$ cat src/rtl/seq_shifter_if.sv
// Request/result bundle for seq_shifter: the requester drives start and operands,
// the shifter returns result, cout and its ready/busy/done status.
interface seq_shifter_if #(
   parameter int WIDTH   = 16,
   parameter int SHAMT_W = 4
);
   logic               start;
   logic [1:0]         op;
   logic [WIDTH-1:0]   operand;
   logic [SHAMT_W-1:0] shamt;
   logic [WIDTH-1:0]   result;
   logic               cout;
   logic               ready;
   logic               busy;
   logic               done;

   modport master (
      output start, op, operand, shamt,
      input  result, cout, ready, busy, done
   );

   modport slave (
      input  start, op, operand, shamt,
      output result, cout, ready, busy, done
   );
endinterface

$ cat src/rtl/seq_shifter.sv
// Bit-serial shifter: one position per cycle, done pulses shamt+1 cycles after the accepting edge.
// Starts are taken only while ready (IDLE/DONE); ROL for op=11 exists only with SEQ_SHIFTER_ROTATE_EN.
module seq_shifter #(
   parameter int WIDTH   = 16,
   parameter int SHAMT_W = 4
) (
   input logic          clk,
   input logic          rst,
   seq_shifter_if.slave bus
);

   typedef enum logic [1:0] {
      IDLE  = 2'd0,
      SHIFT = 2'd1,
      DONE  = 2'd2
   } state_t;

   state_t             state;
   state_t             state_nxt;
   logic [SHAMT_W-1:0] cnt;
   logic [WIDTH-1:0]   result_q;
   logic               cout_q;
   logic [1:0]         op_q;
   logic [WIDTH-1:0]   shift_val;
   logic               shift_cout;
   logic               accept;
   logic               ready_int;

   // One-position step for the latched mode; op=11 falls back to SLL when rotate is absent.
   always_comb begin
      shift_val  = {result_q[WIDTH-2:0], 1'b0};
      shift_cout = result_q[WIDTH-1];
      case (op_q)
         2'b01: begin
            shift_val  = {1'b0, result_q[WIDTH-1:1]};
            shift_cout = result_q[0];
         end
         2'b10: begin
            shift_val  = {result_q[WIDTH-1], result_q[WIDTH-1:1]};
            shift_cout = result_q[0];
         end
`ifdef SEQ_SHIFTER_ROTATE_EN
         2'b11: begin
            shift_val  = {result_q[WIDTH-2:0], result_q[WIDTH-1]};
            shift_cout = result_q[WIDTH-1];
         end
`endif
         default: ;
      endcase
   end

   always_comb begin
      state_nxt = state;
      ready_int = 1'b0;
      case (state)
         IDLE: ready_int = 1'b1;
         SHIFT: begin
            if (cnt == SHAMT_W'(1)) state_nxt = DONE;
         end
         DONE: begin
            ready_int = 1'b1;
            state_nxt = IDLE;
         end
         default: state_nxt = IDLE;
      endcase
      accept = bus.start && ready_int;
      if (accept) state_nxt = (bus.shamt == '0) ? DONE : SHIFT;
   end

   always_ff @(posedge clk or posedge rst) begin
      if (rst) begin
         state <= IDLE;
      end else begin
         state <= state_nxt;
      end
   end

   always_ff @(posedge clk or posedge rst) begin
      if (rst) begin
         cnt      <= '0;
         result_q <= '0;
         cout_q   <= 1'b0;
         op_q     <= 2'b00;
      end else if (accept) begin
         cnt      <= bus.shamt;
         result_q <= bus.operand;
         cout_q   <= 1'b0;
         op_q     <= bus.op;
      end else if (state == SHIFT) begin
         cnt      <= cnt - SHAMT_W'(1);
         result_q <= shift_val;
         cout_q   <= shift_cout;
      end
   end

   assign bus.result = result_q;
   assign bus.cout   = cout_q;
   assign bus.ready  = ready_int;
   assign bus.busy   = (state == SHIFT);
   assign bus.done   = (state == DONE);

endmodule

$ cat src/flat_wrapper.sv
// flat-port wrapper written by rule: the top's interface ports become plain ports
module seq_shifter_flat 
#(
   parameter int WIDTH   = 16,
   parameter int SHAMT_W = 4
)
  (clk, rst, bus_start, bus_op, bus_operand, bus_shamt, bus_result, bus_cout, bus_ready, bus_busy, bus_done);
  seq_shifter_if #(.WIDTH(WIDTH), .SHAMT_W(SHAMT_W)) bus_i ();
  input logic clk;
  input logic rst;
  input wire logic [$bits(bus_i.start)-1:0] bus_start;
  input wire logic [$bits(bus_i.op)-1:0] bus_op;
  input wire logic [$bits(bus_i.operand)-1:0] bus_operand;
  input wire logic [$bits(bus_i.shamt)-1:0] bus_shamt;
  output wire logic [$bits(bus_i.result)-1:0] bus_result;
  output wire logic [$bits(bus_i.cout)-1:0] bus_cout;
  output wire logic [$bits(bus_i.ready)-1:0] bus_ready;
  output wire logic [$bits(bus_i.busy)-1:0] bus_busy;
  output wire logic [$bits(bus_i.done)-1:0] bus_done;
  assign bus_i.start = bus_start;
  assign bus_i.op = bus_op;
  assign bus_i.operand = bus_operand;
  assign bus_i.shamt = bus_shamt;
  assign bus_result = bus_i.result;
  assign bus_cout = bus_i.cout;
  assign bus_ready = bus_i.ready;
  assign bus_busy = bus_i.busy;
  assign bus_done = bus_i.done;
  seq_shifter #(.WIDTH(WIDTH), .SHAMT_W(SHAMT_W)) u_core (.clk(clk), .rst(rst), .bus(bus_i));
endmodule
$ cat config.mk
export PLATFORM = sky130hd
export DESIGN_NAME = seq_shifter_flat
export DESIGN_NICKNAME = d
export VERILOG_FILES = /design/src/rtl/seq_shifter_if.sv /design/src/rtl/seq_shifter.sv /design/src/flat_wrapper.sv
export SDC_FILE = /design/constraint.sdc
export NUM_CORES = 1
export LEC_CHECK = 0
export BUFFER_PORTS_ARGS = -buffer_cell sky130_fd_sc_hd__buf_2
export CORE_MARGIN = 4
export CORE_UTILIZATION = 40
export CTS_CLUSTER_DIAMETER = 100
export CTS_CLUSTER_SIZE = 25
export DETAILED_ROUTE_END_ITERATION = 10
export PLACE_DENSITY = 0.65
export SLEW_MARGIN = 20
export SYNTH_ARGS = -nofsm -noshare
export SYNTH_HDL_FRONTEND = slang
export SYNTH_SLANG_ARGS = --single-unit
$ cat constraint.sdc
create_clock -name clk -period 2.8 [get_ports clk]
set_input_delay 0.56 -clock clk [delete_from_list [all_inputs] [get_ports clk]]
set_output_delay 0.56 -clock clk [all_outputs]
set_load 0.03 [all_outputs]
==> impl_metrics.ini, run 1 <==
[route]
drc = 0
dr_total_vias = 1213
drt_iter0_drc = 43
antenna_left = 0
vias_per_cell = 5.56
dr.pass1.iters = 4
wirelength_mm = 3.41
routedWlPerCell_um = 15.6

[synthesis]
synth.distinct_cells = 35
synth_top_cell_by_area = dfrtp_1
synthesis.area_sq_um = 1400
synth_flop_cell = dfrtp_1
synth-async-reset-ratio_pct = 100
synth-seq-cells = 25
synth_warnings = 0
syn_area_per_cell_sq_um = 10.5
synth_top_area_share_pct = 44.8
yosys-top-cells-area = dfrtp_1 45%, mux2_1 8.1%, a221oi_1 6.3%, o22ai_1 4.9%, nor2_1 4.0%
synth-edff-count = 0
synth-seq-area-share_pct = 44.8
synth_cells = 133
syn_nets = 162

[power]
p_total_uw = 2280
peakVddDrop_v = 0.000585
combPwrFrac_pct = 58.4
p_switching_uw = 1160
p_clk_share_pct = 7.2
p_leak_uw = 0.000751
pwr-share-seq_pct = 34.5
sw_frac_of_total_pct = 51.1
p_int_uw = 1110
power_per_cell_area_nw_per_um2 = 1380

[timing]
setup_tns_ns = 0
finalClockSkew_ns = 0.0102
maxSlewHeadroom_pct = 38.2
tightestPinTransition_ns = 0.925
setup_viol = 0
period_minus_slack_ns = 2.30
fmaxAchievable_mhz = 435
drv_slew = 0
rsz0062_at_grt = no
finalCritPeriodShare_pct = 82.2
hold_viol_final = 0

[critical_path]
critPathArrivalTime_ns = 1.74
crit_required_ns = 2.24
cp_slowest_cell = dfrtp_1
slowest_delay_ns = 0.72
cp-start-kind = flip-flop
cp_max_fo = 24
crit_buf_inv = 2
crit_family = flip-flops
critPathCaptureType = primary output
path_cells = nand2b_4, inv_1, buf_2
critPathKind = flip-flop to primary output

[global_routing]
grt_pass1_wl_mm = 5.44
antenna_found_initial = 0
grt_max_degree = 26
grt.total_usage_pct = 16.0
grt_pass1_vias = 1156
gr-total-overflow = 0

[die]
num_io_pins = 45
start_util_pct = 41.5
die_x_um = 67.1
dieArea_sq_um = 4500
core_area_sq_um = 3360
die_h_um = 67.1
fp-row-count = 21

[clocking]
clkTransAtPathRegs_ns = 0.14
post_cts_resize_count = 0
clkLatencyLatePin_ns = 0.32
tritoncts = done
cts_buffers = 3
cts_root_buf = clkbuf_4
clock-sinks = 25
htree_levels = 1
post_cts_buffers = 0
cts-hold-fix-buffers = 0
clock_path_buffers = 2

[layout]
drive_gt1_share_pct = 31.4
layout.nets = 202
n_antenna_cell = 0
fill_cells = 354
synthToLayoutAreaGrowth_pct = 18.2

[placement]
gp_congestion = 0.919
portBuffers = 44
dp_hpwl_mm = 2.49

[job]
cap_violations = 0

[outcome]
outcome = finished, final reports clean

[hold_path]
hold_path_class = primary input to async pin
layer usage:
metal  up-vias  routed length [um]  share of wire (%)  track usage [%]
li1        584                   -                  -                -
met1       596                1630                 48             22.2
met2        31                1590                 47             24.3
met3         2                 175                5.1             3.37
met4         0                  16               0.47             5.57
met5         -                   0                  0                0
metrics by stage:
step	area [sq um]	setup WS, ns	std cells	hold WS, ns	util (%)
3_5_place_dp	1620	0.883	214	0.490	48.3
3_3_place_gp	1620	0.922	214	0.489	48.3
4_1_cts	1650	0.500	218	0.434	49.0
2_1_floorplan	1400	1.21	133	0.503	-
5_1_grt	1650	0.387	218	0.444	49.0
6_report	1650	0.499	218	0.420	49.0
path summary, 6_finish.rpt:
path | cells past startpoint | endpoint | slack (ns) | startpoint
worst max-delay path | 3 | bus_busy | 0.50 | u_core.state[0]$_DFFE_PP0P_
min in group clk | 3 | u_core.op_q[1]$_DFFE_PP0P_ | 0.45 | bus_op[1]
max in group asynchronous | 2 | u_core.bus.result[7]$_DFFE_PP0P_ | 1.81 | rst
worst min register to register | 1 | u_core.bus.cout$_DFFE_PP0P_ | 0.53 | u_core.bus.cout$_DFFE_PP0P_
worst min-delay path | 2 | u_core.op_q[0]$_DFFE_PP0P_ | 0.42 | rst
worst max register to register | 5 | u_core.bus.result[12]$_DFFE_PP0P_ | 0.87 | u_core.op_q[0]$_DFFE_PP0P_
synthesized netlist by cell type (2+ instances only):
master and count:
a221o_1 5, a221oi_1 10, a31oi_1 2, buf_2 4, buf_4 2, clkbuf_1 3
dfrtp_1 25, ha_1 4, inv_1 6, mux2_1 10, nand2_1 8, nor2_1 15
nor2b_1 2, o21ai_1 4, o221a_1 3, o22ai_1 11
cell families (layout without fill, tap and decap cells):
family                   after synthesis  after routing  synth area share (%)
multiplexers                          12             12                  9.87
XOR/XNOR                               1              1                 0.628
flip-flops                            25             25                  44.8
AND/OR/NAND/NOR                       33             33                  11.8
buffers and inverters                 17             56                  6.01
AO/OA/AOI/OAI                         41             41                  23.2
adder cells (fa/ha/maj)                4              4                  3.59
power groups by stage:
stage	clock, uW	sequential [uW]	combinational [uW]
2_1_floorplan	0	955	840
3_3_place_gp	0	777	1310
3_5_place_dp	0	787	1330
4_1_cts	169	781	1340
5_1_grt	183	814	1460
6_report	163	785	1330
layout make-up:
type                            instances  area (sq um)  area share, %
Sequential cell                        25           626           37.9
Multi-Input combinational cell         91           686           41.6
Clock buffer                            4          26.3           1.59
Tap cell                               46          57.6           3.49
Timing Repair Buffer                   45           228           13.8
Inverter                                7          26.3           1.59
flip-flops by register name, indices dropped and copies added (netlist names):
register           cells
u_core.state           2
u_core.bus.result     16
u_core.op_q            2
u_core.cnt             4
u_core.bus.cout        1
cells in the final DEF, fill, tap and decap left out, drive strengths merged, types with 2 or more instances in the layout:
cell	synthesis	routed
nor2b	2	2
mux2	11	11
inv	7	7
nor2	15	15
o22ai	11	11
dfrtp	25	25
a31oi	2	2
o221a	4	4
nand2b	2	2
clkbuf	3	4
a221o	5	5
nand2	8	8
ha	4	4
o21ai	4	4
a221oi	10	10
buf	7	45
No activity file was read; power rests on OpenSTA's default activity.
==> inputs of run 2 (changes only) <==
Clock period 2.8 ns to 2.35 ns, I/O delays scaled along.
==> run 2 against run 1 <==
Against the previous run:
- combinational power grew 23%
- register-to-register slack lost 0.12 ns
- sequential power grew 16%
- utilization grew 0.71 points
- via count grew 0.74%
- clock skew shrank 0.0054 ns
- first-iteration DRC count grew 93%
- global-route usage grew 0.12 points
- setup slack lost 0.058 ns
- critical path type unchanged
- largest power group unchanged
- highest routed layer unchanged
==> impl_metrics.ini, run 2 (same netlist as run 1, synthesis figures left out) <==
[timing]
period_minus_slack_ns = 1.91
rsz0062_at_grt = no
hold_ws_ns = 0.164
setup_viol = 0
finalCritPeriodShare_pct = 81.2
drv_slew = 0
maxSlewHeadroom_pct = 72.5
finalClockSkew_ns = 0.00482
hold_viol_final = 0
tightestPinTransition_ns = 0.412
fmaxAchievable_mhz = 524
setup_tns_ns = 0

[global_routing]
grt_pass1_wl_mm = 5.52
gr-total-overflow = 0
grt_pass1_vias = 1181
grt_max_degree = 26
antenna_found_initial = 0
use_met1_pct = 21.3
grtUsageMet3_pct = 3.37
grt.total_usage_pct = 16.1
grt_use_met2_pct = 25.6
grt_most_used_layer = met2

[route]
dr_total_vias = 1222
drt_iter0_drc = 83
dr.pass1.iters = 4
wirelength_mm = 3.45
routedWlPerCell_um = 15.6
drc = 0
vias_per_cell = 5.53
antenna_left = 0

[clocking]
clkLatencyLatePin_ns = 0.32
tritoncts = done
cts_buffers = 3
htree_levels = 1
post_cts_buffers = 0
clock-sinks = 25
post_cts_resize_count = 0
cts-hold-fix-buffers = 0
cts_root_buf = clkbuf_4
clock_path_buffers = 2
clkTransAtPathRegs_ns = 0.14

[placement]
portBuffers = 44
dp_cells = 217
gp_congestion = 0.851
dp_hpwl_mm = 2.58

[layout]
drive_gt1_share_pct = 33.1
largest_reg_flops = 16
layout.nets = 205
final_common_cell = buf_2
final_cell_mix = 44 x buf_2, 25 x dfrtp_1, 15 x nor2_1, 11 x o22ai_1
synthToLayoutAreaGrowth_pct = 19.9
instances_no_fill = 221
n_antenna_cell = 0

[critical_path]
slowest_delay_ns = 0.43
crit_family = flip-flops
cp-start-kind = flip-flop
cp_slowest_cell = dfrtp_1
cp_max_fo = 24
critPathArrivalTime_ns = 1.44
crit_buf_inv = 2
path_cells = nand2b_4, inv_1, buf_2
critPathCaptureType = primary output
crit_required_ns = 1.88
critPathKind = flip-flop to primary output

[die]
dieArea_sq_um = 4500
die_h_um = 67.1
core_area_sq_um = 3360
die_x_um = 67.1
start_util_pct = 41.5
fp-row-count = 21
num_io_pins = 45

[power]
power_per_cell_area_nw_per_um2 = 1650
p_leak_uw = 0.000768
peakVddDrop_v = 0.000743

[hold_path]
hold_path_class = primary input to async pin

[outcome]
outcome = finished, final reports clean

[job]
cap_violations = 0
==> run 2: routing by layer <==
| layer | vias to the layer above | share of wire (%) |
|---|---|---|
| li1 | 589 | - |
| met1 | 598 | 45 |
| met2 | 33 | 48 |
| met3 | 2 | 6.1 |
| met4 | 0 | 0.61 |
| met5 | - | 0 |
==> run 2: cell type report <==
cell class              instances  area [sq um]
fillers                       346          1690
multi-input cells              91           686
flip-flops and latches         25           626
repair buffers                 48           250
well taps                      46          57.6
inverters                       7          26.3
clock buffers                   3          22.5
clock inverters                 1          5.00
==> run 2: final timing paths <==
check	slack, ns	from	depth (start not counted)	to
max in group asynchronous	1.94	rst	3	u_core.cnt[3]$_DFFE_PP0P_
setup reg to reg	0.75	u_core.state[0]$_DFFE_PP0P_	4	u_core.cnt[3]$_DFFE_PP0P_
hold reg to reg	0.53	u_core.bus.cout$_DFFE_PP0P_	1	u_core.bus.cout$_DFFE_PP0P_
min in group clk	0.36	bus_op[0]	3	u_core.op_q[0]$_DFFE_PP0P_
setup / recovery	0.44	u_core.state[1]$_DFFE_PP0P_	3	bus_busy
hold / removal	0.16	rst	3	u_core.bus.result[4]$_DFFE_PP0P_
==> run 2: metrics by stage <==
stage               setup WS (ns)  total power, uW  util, %  cell area [sq um]
floorplan                   0.760             2140        -               1400
global placement            0.605             2510     48.9               1650
detailed placement          0.575             2560     48.9               1650
CTS                         0.430             2760     49.7               1670
global route                0.336             2960     49.7               1670
finish                      0.441             2750     49.7               1670
==> run 2: tightest hold or removal path, cell delays in order <==
cell	delay [ns]
buf_2	0.09
inv_1	0.04
buf_4	0.30
==> run 2: where the power goes <==
part           internal, uW  switching, uW
Sequential              659            252
Clock                  63.7            133
Combinational           626           1020
Total                  1350           1400
